### src/rtl/oflow_cr_lut_pkg.sv
// rtl/oflow_cr_lut_pkg.sv - shared types and default sizes for the conflict-resolve LUT controller
package oflow_cr_lut_pkg;

  localparam int ADDR_WIDTH_LUT = 11;
  localparam int DATA_WIDTH_LUT = 16;
  localparam int DEPTH_LUT      = 2048;
  localparam int STARVE_TH_DEF  = 8;

  typedef enum logic [1:0] {
    IDLE  = 2'd0,
    CLEAR = 2'd1,
    DONE  = 2'd2,
    SERVE = 2'd3
  } state_t;

  typedef enum logic [1:0] {
    OWN_NONE = 2'd0,
    OWN_CR   = 2'd1,
    OWN_DBG  = 2'd2
  } owner_t;

endpackage

### src/rtl/oflow_cr_lut_arb.sv
// rtl/oflow_cr_lut_arb.sv - CR-priority arbiter with debug starvation escape
module oflow_cr_lut_arb #(
  parameter int STARVE_TH = 8
) (
  input  logic clk,
  input  logic rst,
  input  logic en,
  input  logic cr_req,
  input  logic dbg_req,
  output logic cr_gnt,
  output logic dbg_gnt
);

  localparam int CW = $clog2(STARVE_TH + 1);
  localparam logic [CW-1:0] TH = CW'(STARVE_TH);

  logic [CW-1:0] starve_cnt;
  logic          starved;

  // Grant decision: debug only preempts CR once it has been denied STARVE_TH times in a row
  always_comb begin
    cr_gnt  = 1'b0;
    dbg_gnt = 1'b0;
    starved = (starve_cnt == TH);
    if (en) begin
      if (dbg_req && starved) begin
        dbg_gnt = 1'b1;
      end else if (cr_req) begin
        cr_gnt = 1'b1;
      end else if (dbg_req) begin
        dbg_gnt = 1'b1;
      end
    end
  end

  // Consecutive-denial counter; frozen while arbitration is disabled so CLEAR does not build up credit
  always_ff @(posedge clk or posedge rst) begin
    if (rst) begin
      starve_cnt <= '0;
    end else if (en) begin
      if (!dbg_req || dbg_gnt) begin
        starve_cnt <= '0;
      end else if (!starved) begin
        starve_cnt <= starve_cnt + CW'(1);
      end
    end
  end

endmodule

### src/rtl/oflow_cr_lut_ctrl.sv
// rtl/oflow_cr_lut_ctrl.sv - zero-fill sequencer and port sharer for the conflict-resolve LUT
module oflow_cr_lut_ctrl
  import oflow_cr_lut_pkg::*;
#(
  parameter int ADDR_W    = ADDR_WIDTH_LUT,
  parameter int DATA_W    = DATA_WIDTH_LUT,
  parameter int DEPTH     = DEPTH_LUT,
  parameter int STARVE_TH = STARVE_TH_DEF
) (
  input  logic              clk,
  input  logic              reset_N,
  input  logic              start_clear,
  output logic              clear_done,
  output logic              busy,
  input  logic              cr_req,
  input  logic              cr_we,
  input  logic [ADDR_W-1:0] cr_addr,
  input  logic [DATA_W-1:0] cr_wdata,
  output logic              cr_gnt,
  output logic              cr_rvalid,
  output logic [DATA_W-1:0] cr_rdata,
  input  logic              dbg_req,
  input  logic [ADDR_W-1:0] dbg_addr,
  output logic              dbg_gnt,
  output logic              dbg_rvalid,
  output logic [DATA_W-1:0] dbg_rdata,
  output logic [ADDR_W-1:0] mem_addr,
  output logic [DATA_W-1:0] mem_wdata,
  output logic              mem_we,
  input  logic [DATA_W-1:0] mem_rdata
);

  // Extra counter bit lets DEPTH == 2^ADDR_W terminate without wrapping
  localparam logic [ADDR_W:0] LAST = (ADDR_W + 1)'(DEPTH - 1);

  state_t            state, state_nxt;
  logic [ADDR_W:0]   clr_cnt, clr_cnt_nxt;
  logic [ADDR_W-1:0] addr_hold;
  owner_t            owner;
  logic [DATA_W-1:0] cr_rdata_q, dbg_rdata_q;
  logic              arb_en;

  oflow_cr_lut_arb #(
    .STARVE_TH (STARVE_TH)
  ) u_arb (
    .clk     (clk),
    .rst     (reset_N),
    .en      (arb_en),
    .cr_req  (cr_req),
    .dbg_req (dbg_req),
    .cr_gnt  (cr_gnt),
    .dbg_gnt (dbg_gnt)
  );

  // State and clear-counter registers
  always_ff @(posedge clk or posedge reset_N) begin
    if (reset_N) begin
      state   <= IDLE;
      clr_cnt <= '0;
    end else begin
      state   <= state_nxt;
      clr_cnt <= clr_cnt_nxt;
    end
  end

  // Next state; a start_clear anywhere (including mid-CLEAR) restarts the fill from address 0
  always_comb begin
    state_nxt   = state;
    clr_cnt_nxt = clr_cnt;
    case (state)
      IDLE: begin
        if (start_clear) begin
          state_nxt   = CLEAR;
          clr_cnt_nxt = '0;
        end
      end
      CLEAR: begin
        if (start_clear) begin
          clr_cnt_nxt = '0;
        end else if (clr_cnt == LAST) begin
          state_nxt   = DONE;
          clr_cnt_nxt = '0;
        end else begin
          clr_cnt_nxt = clr_cnt + (ADDR_W + 1)'(1);
        end
      end
      DONE: begin
        clr_cnt_nxt = '0;
        state_nxt   = start_clear ? CLEAR : SERVE;
      end
      SERVE: begin
        if (start_clear) begin
          state_nxt   = CLEAR;
          clr_cnt_nxt = '0;
        end
      end
      default: begin
        state_nxt   = IDLE;
        clr_cnt_nxt = '0;
      end
    endcase
  end

  // Memory pin drive: fill writes in CLEAR, the granted access in SERVE, otherwise park on last address
  always_comb begin
    busy       = (state == CLEAR);
    clear_done = (state == DONE);
    arb_en     = (state == SERVE);
    mem_we     = 1'b0;
    mem_addr   = addr_hold;
    mem_wdata  = '0;
    if (state == CLEAR) begin
      mem_we   = 1'b1;
      mem_addr = clr_cnt[ADDR_W-1:0];
    end else if (cr_gnt) begin
      mem_we    = cr_we;
      mem_addr  = cr_addr;
      mem_wdata = cr_we ? cr_wdata : '0;
    end else if (dbg_gnt) begin
      mem_addr = dbg_addr;
    end
  end

  // Read-return tracking: remember who issued the read and keep each owner's last returned word
  always_ff @(posedge clk or posedge reset_N) begin
    if (reset_N) begin
      owner       <= OWN_NONE;
      addr_hold   <= '0;
      cr_rdata_q  <= '0;
      dbg_rdata_q <= '0;
    end else begin
      addr_hold <= mem_addr;
      if (cr_gnt && !cr_we) begin
        owner <= OWN_CR;
      end else if (dbg_gnt) begin
        owner <= OWN_DBG;
      end else begin
        owner <= OWN_NONE;
      end
      if (owner == OWN_CR) begin
        cr_rdata_q <= mem_rdata;
      end
      if (owner == OWN_DBG) begin
        dbg_rdata_q <= mem_rdata;
      end
    end
  end

  // Return path: present the memory word in the cycle it arrives, the held copy afterwards
  always_comb begin
    cr_rvalid  = (owner == OWN_CR);
    dbg_rvalid = (owner == OWN_DBG);
    cr_rdata   = cr_rvalid  ? mem_rdata : cr_rdata_q;
    dbg_rdata  = dbg_rvalid ? mem_rdata : dbg_rdata_q;
  end

endmodule

### config.mk
export PLATFORM = sky130hd
export DESIGN_NAME = oflow_cr_lut_ctrl
export DESIGN_NICKNAME = d
export VERILOG_FILES = /design/src/rtl/oflow_cr_lut_pkg.sv /design/src/rtl/oflow_cr_lut_arb.sv /design/src/rtl/oflow_cr_lut_ctrl.sv
export SDC_FILE = /design/constraint.sdc
export NUM_CORES = 1
export LEC_CHECK = 0
export BUFFER_PORTS_ARGS = -buffer_cell sky130_fd_sc_hd__buf_2
export CAP_MARGIN = 25
export CORE_ASPECT_RATIO = 1.2
export CORE_UTILIZATION = 44
export DETAILED_ROUTE_END_ITERATION = 6
export GPL_TIMING_DRIVEN = 0
export HOLD_SLACK_MARGIN = 0.15
export PLACE_DENSITY_LB_ADDON = 0.05
export SLEW_MARGIN = 20
export SYNTH_ARGS = -nofsm -noshare
export SYNTH_HDL_FRONTEND = slang
export SYNTH_SLANG_ARGS = --single-unit
### constraint.sdc
create_clock -name clk -period 1.6 [get_ports clk]
set_input_delay 0.08 -clock clk [delete_from_list [all_inputs] [get_ports clk]]
set_output_delay 0.08 -clock clk [all_outputs]
set_load 0.03 [all_outputs]
# --- Word-level counts from Yosys, hierarchy flattened ---
# Index checks and enable logic that the tools add are counted.
word_totals:
  reg_bits: 63
  in_bits: 60
  output_inout_bits: 66
  elab_cells: 59
op_classes:
  addsub: 2
  eq_ne: 11
  mux: 30
  n_reduce_logical: 9
op_table:
  columns: ["cell", "count"]
  rows:
  - ["16-bit two-way mux", 5]
  - ["12-bit two-way mux", 3]
  - ["12-bit case mux with 3 select lines", 1]
  - ["11-bit two-way mux", 3]
  - ["12-bit by 1-bit adder with 12-bit output (second input constant)", 1]
  - ["12-bit by 11-bit equality test with 1-bit output (second input constant)", 1]
  - ["2-bit two-way mux", 6]
  - ["1-bit two-way mux", 9]
  - ["4-bit two-way mux", 2]
  - ["2-bit equality test (second input constant)", 3]
  - ["2-bit case mux with 3 select lines", 1]
  - ["4-bit by 1-bit adder with 4-bit output (second input constant)", 1]
  - ["2-bit by 1-bit equality test with 1-bit output (second input constant)", 2]
  - ["4-bit equality test (second input constant)", 1]
  - ["2-bit by 1-bit != test with 1-bit output (second input constant)", 2]
  - ["2-bit != test (second input constant)", 2]
  - ["3-bit AND reduction", 1]
  - ["1-bit logical AND", 2]
  - ["1-bit zero test", 2]
  - ["2-bit zero test", 1]
  - ["2-bit AND reduction", 1]
  - ["2-bit OR reduction", 1]
  - ["1-bit logical OR", 1]

# --- Longest topological paths before layout ---
depth:
  depth_word: 7
  depth_mapped: 7
  ltp_nobuf: 6

# --- Hierarchy ---
# A second synthesis with hierarchy kept.
unflattened:
  cells_unflattened: 282
  area_unflattened_um2: 3119.2
by_module_without_submodules:
  columns: ["module", "n_inst", "cells_per_inst", "area_each_um2", "seq_area_each_um2"]
  rows:
  - ["oflow_cr_lut_ctrl", 1, 256, 2841.5, 1476.4]
  - ["oflow_cr_lut_arb", 1, 26, 277.8, 100.1]

# --- Worst setup path after synthesis ---
# No wires, ideal clock.
synth_path:
  path_type: "reg2reg"
  from: "reg state[0]"
  to: "reg addr_hold[6]"
  setup_ns: 0.240
  t_arrival_ns: 2.390
  required_ns: 1.360
  path_slack_ns: -1.029
  stages_incl_launch_ff: 5
  n_path_buf: 2
  period_less_slack_ns: 2.629
  path_cell_list: "dfrtp_1 -> ha_1 -> clkbuf_1 -> clkbuf_1 -> o41ai_1"
synth_between:
  word_cells_on_any_way: 7
  classes_between: "eq/ne (2); mux (5)"
synth_lines:
  columns: ["element", "line_no", "rtl"]
  rows:
  - ["from (decl)", "oflow_cr_lut_ctrl.sv:36", "state_t state, state_nxt;"]
  - ["from (signal assigned)", "oflow_cr_lut_ctrl.sv:61", "state <= state_nxt;"]
  - ["2-bit by 1-bit equality test with 1-bit output", null, null]
  - ["via busy", "oflow_cr_lut_ctrl.sv:14", "output logic busy,"]
  - ["11-bit two-way mux", "oflow_cr_lut_ctrl.sv:112", "if (state == CLEAR) begin"]
  - ["via mem_addr[6]", "oflow_cr_lut_ctrl.sv:27", "output logic [ADDR_W-1:0] mem_addr,"]
  - ["to (signal assigned)", "oflow_cr_lut_ctrl.sv:132", "addr_hold <= mem_addr;"]
  - ["to (decl)", "oflow_cr_lut_ctrl.sv:38", "logic [ADDR_W-1:0] addr_hold;"]
# The timed path passes the listed nets, and every way through them passes these cells.
# A chain may end at the register's enable or synchronous reset.

# --- Final worst setup path ---
layout_path:
  from: "reg u_arb.starve_cnt[0]"
  to: "out mem_addr[1]"
layout_between:
  elab_chain_cells: 7
  word_cells_on_any_way: 9
  classes_between: "eq/ne (1); mux (7); reduce/logical (1)"
layout_rtl:
  columns: ["element", "line_no", "rtl"]
  rows:
  - ["from (decl)", "oflow_cr_lut_arb.sv:17", "logic [CW-1:0] starve_cnt;"]
  - ["from (signal assigned)", "oflow_cr_lut_arb.sv:44", "starve_cnt <= starve_cnt + CW'(1);"]
  - ["4-bit equality test (*)", "oflow_cr_lut_arb.sv:24", "starved = (starve_cnt == TH);"]
  - ["1-bit logical AND (*)", "oflow_cr_lut_arb.sv:26", "if (dbg_req && starved) begin"]
  - ["1-bit two-way mux", "oflow_cr_lut_arb.sv:26", null]
  - ["1-bit two-way mux", "oflow_cr_lut_arb.sv:25", "if (en) begin"]
  - ["11-bit two-way mux", "oflow_cr_lut_ctrl.sv:119", "end else if (dbg_gnt) begin"]
  - ["11-bit two-way mux (*)", "oflow_cr_lut_ctrl.sv:115", "end else if (cr_gnt) begin"]
  - ["11-bit two-way mux (*)", "oflow_cr_lut_ctrl.sv:112", null]
  - ["to (decl)", "oflow_cr_lut_ctrl.sv:27", null]
# Every way passes the cells marked *; elsewhere a longest branch is shown, timed or not.

==> impl_metrics.csv <==
group,metric,value,unit
power,total_power,11.0,mW
placement,dp.cells,515,
floorplan,start_util,0.461,
logic_synthesis,ys_types,47,
cts,clk_root_buffer_cell,"clkbuf_8",
placement,hpwlAfterDp,6290,um
timing,hold_viol,0,
final_layout,fin_cells,596,
timing,setup_viol,82,
power,power_density,1800,mW/mm2
setup_path,worstPathRequired,1520,ps
global_routing,grt_use_total,0.309,
global_routing,antenna_found_initial,0,
logic_synthesis,synth_edf_count,0,
setup_path,timing.critical_path.slowest_stage_cell,"dfrtp_1",
global_routing,grt_max_degree,30,
timing,clock.fmax,0.419,GHz
route,via_count,3608,
placement,place_congestion,0.860,
setup_path,cp_max_fo,5,
floorplan,row_count,33,
final_layout,drive_above_1_share,0.638,
floorplan,die_area,0.00761,mm2
logic_synthesis,syn_inst,303,
logic_synthesis,ys_top_cells_by_area,"dfrtp_1 49%, mux2_2 12%, nor2_1 3.9%",
job,max-cap-violations,0,
final_layout,synthToLayoutAreaGrowth,91.3,%
logic_synthesis,async_flop_share,1.00,
setup_path,end_kind,"output port",
cts,cts_tree,"built",
floorplan,die_y,95.4,um
timing,final_max_slew_viol_count,0,
setup_path,worstPathArrival,2300,ps
floorplan,pin_count,126,
final_layout,fin_nets,570,
setup_path,timing.critical_path.mode_cell,"buf_6",
logic_synthesis,netlist_area,0.00320,mm2
route,drc,0,
route,via_per_inst,6.05,
setup_path,cp_cell_sequence,"inv_2, ha_4, and3b_2, buf_6, nand3_4, buf_8, buf_6, nor2_4, o41ai_4, buf_4",
timing,fin_setup_tns,-29410,ps
run_status,failed_checks,"negative setup slack",
global_routing,grt_pass1_vias,3456,
timing,setup_ws,-784,ps
global_routing,grt_pass1_wl,17400,um
logic_synthesis,synth_ff_type,"dfrtp_1",
cts,cts_made_buffers,9,
logic_synthesis,synth_top_cell_area_share,0.493,
run_status,outcome,"finished, violations left",
power,irDropWorstVdd,1560,uV
cts,htree_num_levels,3,
timing,skew,13.2,ps
timing,rsz0062_at_grt,"yes",
worst_hold_path,hold_class,"in -> reg",
logic_synthesis,yosysTopAreaCell,"dfrtp_1",
logic_synthesis,yosysSeqAreaShare,0.493,
global_routing,grt_overflow,0,
power,cellLeakagePower,2.79,nW
route,avgRoutedWirePerCell,24.3,um
setup_path,crit_type,"reg -> out",
final_layout,final_cell_mix,"75 x buf_6, 61 x buf_2, 59 x dfrtp_1, 32 x mux2_4, 29 x buf_4",
logic_synthesis,avgSynthCellArea,10.5,um2
logic_synthesis,syn-num-nets,370,
logic_synthesis,synth_warnings,0,
cts,clock_path_buffers,2,
setup_path,start_kind,"register",
floorplan,die_x,79.8,um
final_layout,fin_util,0.881,
timing,period_minus_slack,2380,ps
route,routed_wl,14500,um
route,dr.pass1.iters,6,
route,first_iter_violations,325,
final_layout,final_common_cell,"buf_6",
timing,period_share,1.49,
placement,place_ws,-518,ps
cts,clock-sinks,63,
route,antenna_left,0,
logic_synthesis,ys_ff_latch,63,
timing,tightest_slew,591,ps
floorplan,core,0.00694,mm2
cts,path_clk_slew,80,ps
cts,clk_latency,350,ps
placement,io_buffers,123,
timing,slew_headroom,0.606,
setup_path,slowest_delay,380,ps
==> cells by family (layout without fill, tap and decap cells) <==
logic type	Yosys count	count (layout)	synth area share
buf+inv	27	232	0.0392
other cells	0	1	0
flops	63	63	0.493
fa+ha+maj	7	7	0.0274
xor+xnor	6	6	0.0164
simple gates	107	107	0.174
mux	33	33	0.116
compound gates	60	60	0.134
==> cells in the mapped netlist, drive strengths merged (8+ instances only) <==
library cell   n
dfrtp         63
mux2          33
o22a          11
and2          16
o41ai         11
nor2          33
clkbuf         8
buf           11
inv            8
o22ai         12
nand2         27
o21ai         10
==> state kept, by name (all words and copies together) (netlist names) <==
register          cells
dbg_rdata_q          16
cr_rdata_q           16
clr_cnt              12
u_arb.starve_cnt      4
addr_hold            11
state                 2
owner                 2
==> metrics by stage <==
step / cell area [um2] / hold slack [ps]
after CTS: 5770 / 156
final: 6110 / 131
after detailed placement: 4320 / 51.5
after global placement: 4270 / 322
after floorplan: 3550 / 143
after global routing: 6110 / 135
==> power breakdown <==
part	internal, mW	total [mW]	switching, mW	leakage (nW)
combinational	3.40	7.08	3.68	1.92
clock	0.715	1.42	0.702	0.0960
sequential	2.18	2.50	0.327	0.779
==> worst max-delay path: cells and delay by family, from the launching register on <==
kind,cells,cell delay [ps]
AO/OA/AOI/OAI,1,350
adder cells (fa/ha/maj),1,160
AND/OR/NAND/NOR,3,360
flip-flops,1,380
buffers and inverters,5,690
==> layout make-up <==
class	instances	area (um2)
Sequential cell	63	1580
Fill cell	280	825
Clock inverter	6	61.3
Multi-Input combinational cell	213	2270
Inverter	8	38.8
Timing Repair Buffer	190	1720
Antenna cell	1	2.50
Clock buffer	10	128
Tap cell	87	109
Buffer	18	198
==> repair_timing <==
item	4_1_cts	5_1_grt
gates resized for setup	208	70
hold buffers	20	2
endpoints found under the setup margin	99	90
endpoints found under the hold margin	77	3
gates cloned	3	1
setup buffers	30	11
pin swaps	26	8
==> routing by layer <==
layer	vias to the layer above	wire length, um	share of wire	GRT usage
met2	256	7500	0.52	0.549
met5	-	0	0	0
met1	1788	5100	0.35	0.347
li1	1489	-	-	-
met4	0	697	0.048	0.168
met3	75	1160	0.080	0.0603
==> worst paths after layout <==
path | startpoint | endpoint | slack (ps) | cells past startpoint
setup / recovery | u_arb.starve_cnt[0] | mem_addr[1] | -780 | 10
hold / removal | dbg_addr[5] | addr_hold[5] | 130 | 3
setup reg to reg | u_arb.starve_cnt[0] | addr_hold[1] | -360 | 10
hold reg to reg | cr_rdata_q[7] | cr_rdata_q[7] | 510 | 1
max in group asynchronous | reset_N | dbg_rdata_q[4] | 730 | 5
min in group asynchronous | reset_N | dbg_rdata_q[6] | 230 | 3
(Power assumes the default switching activity.)
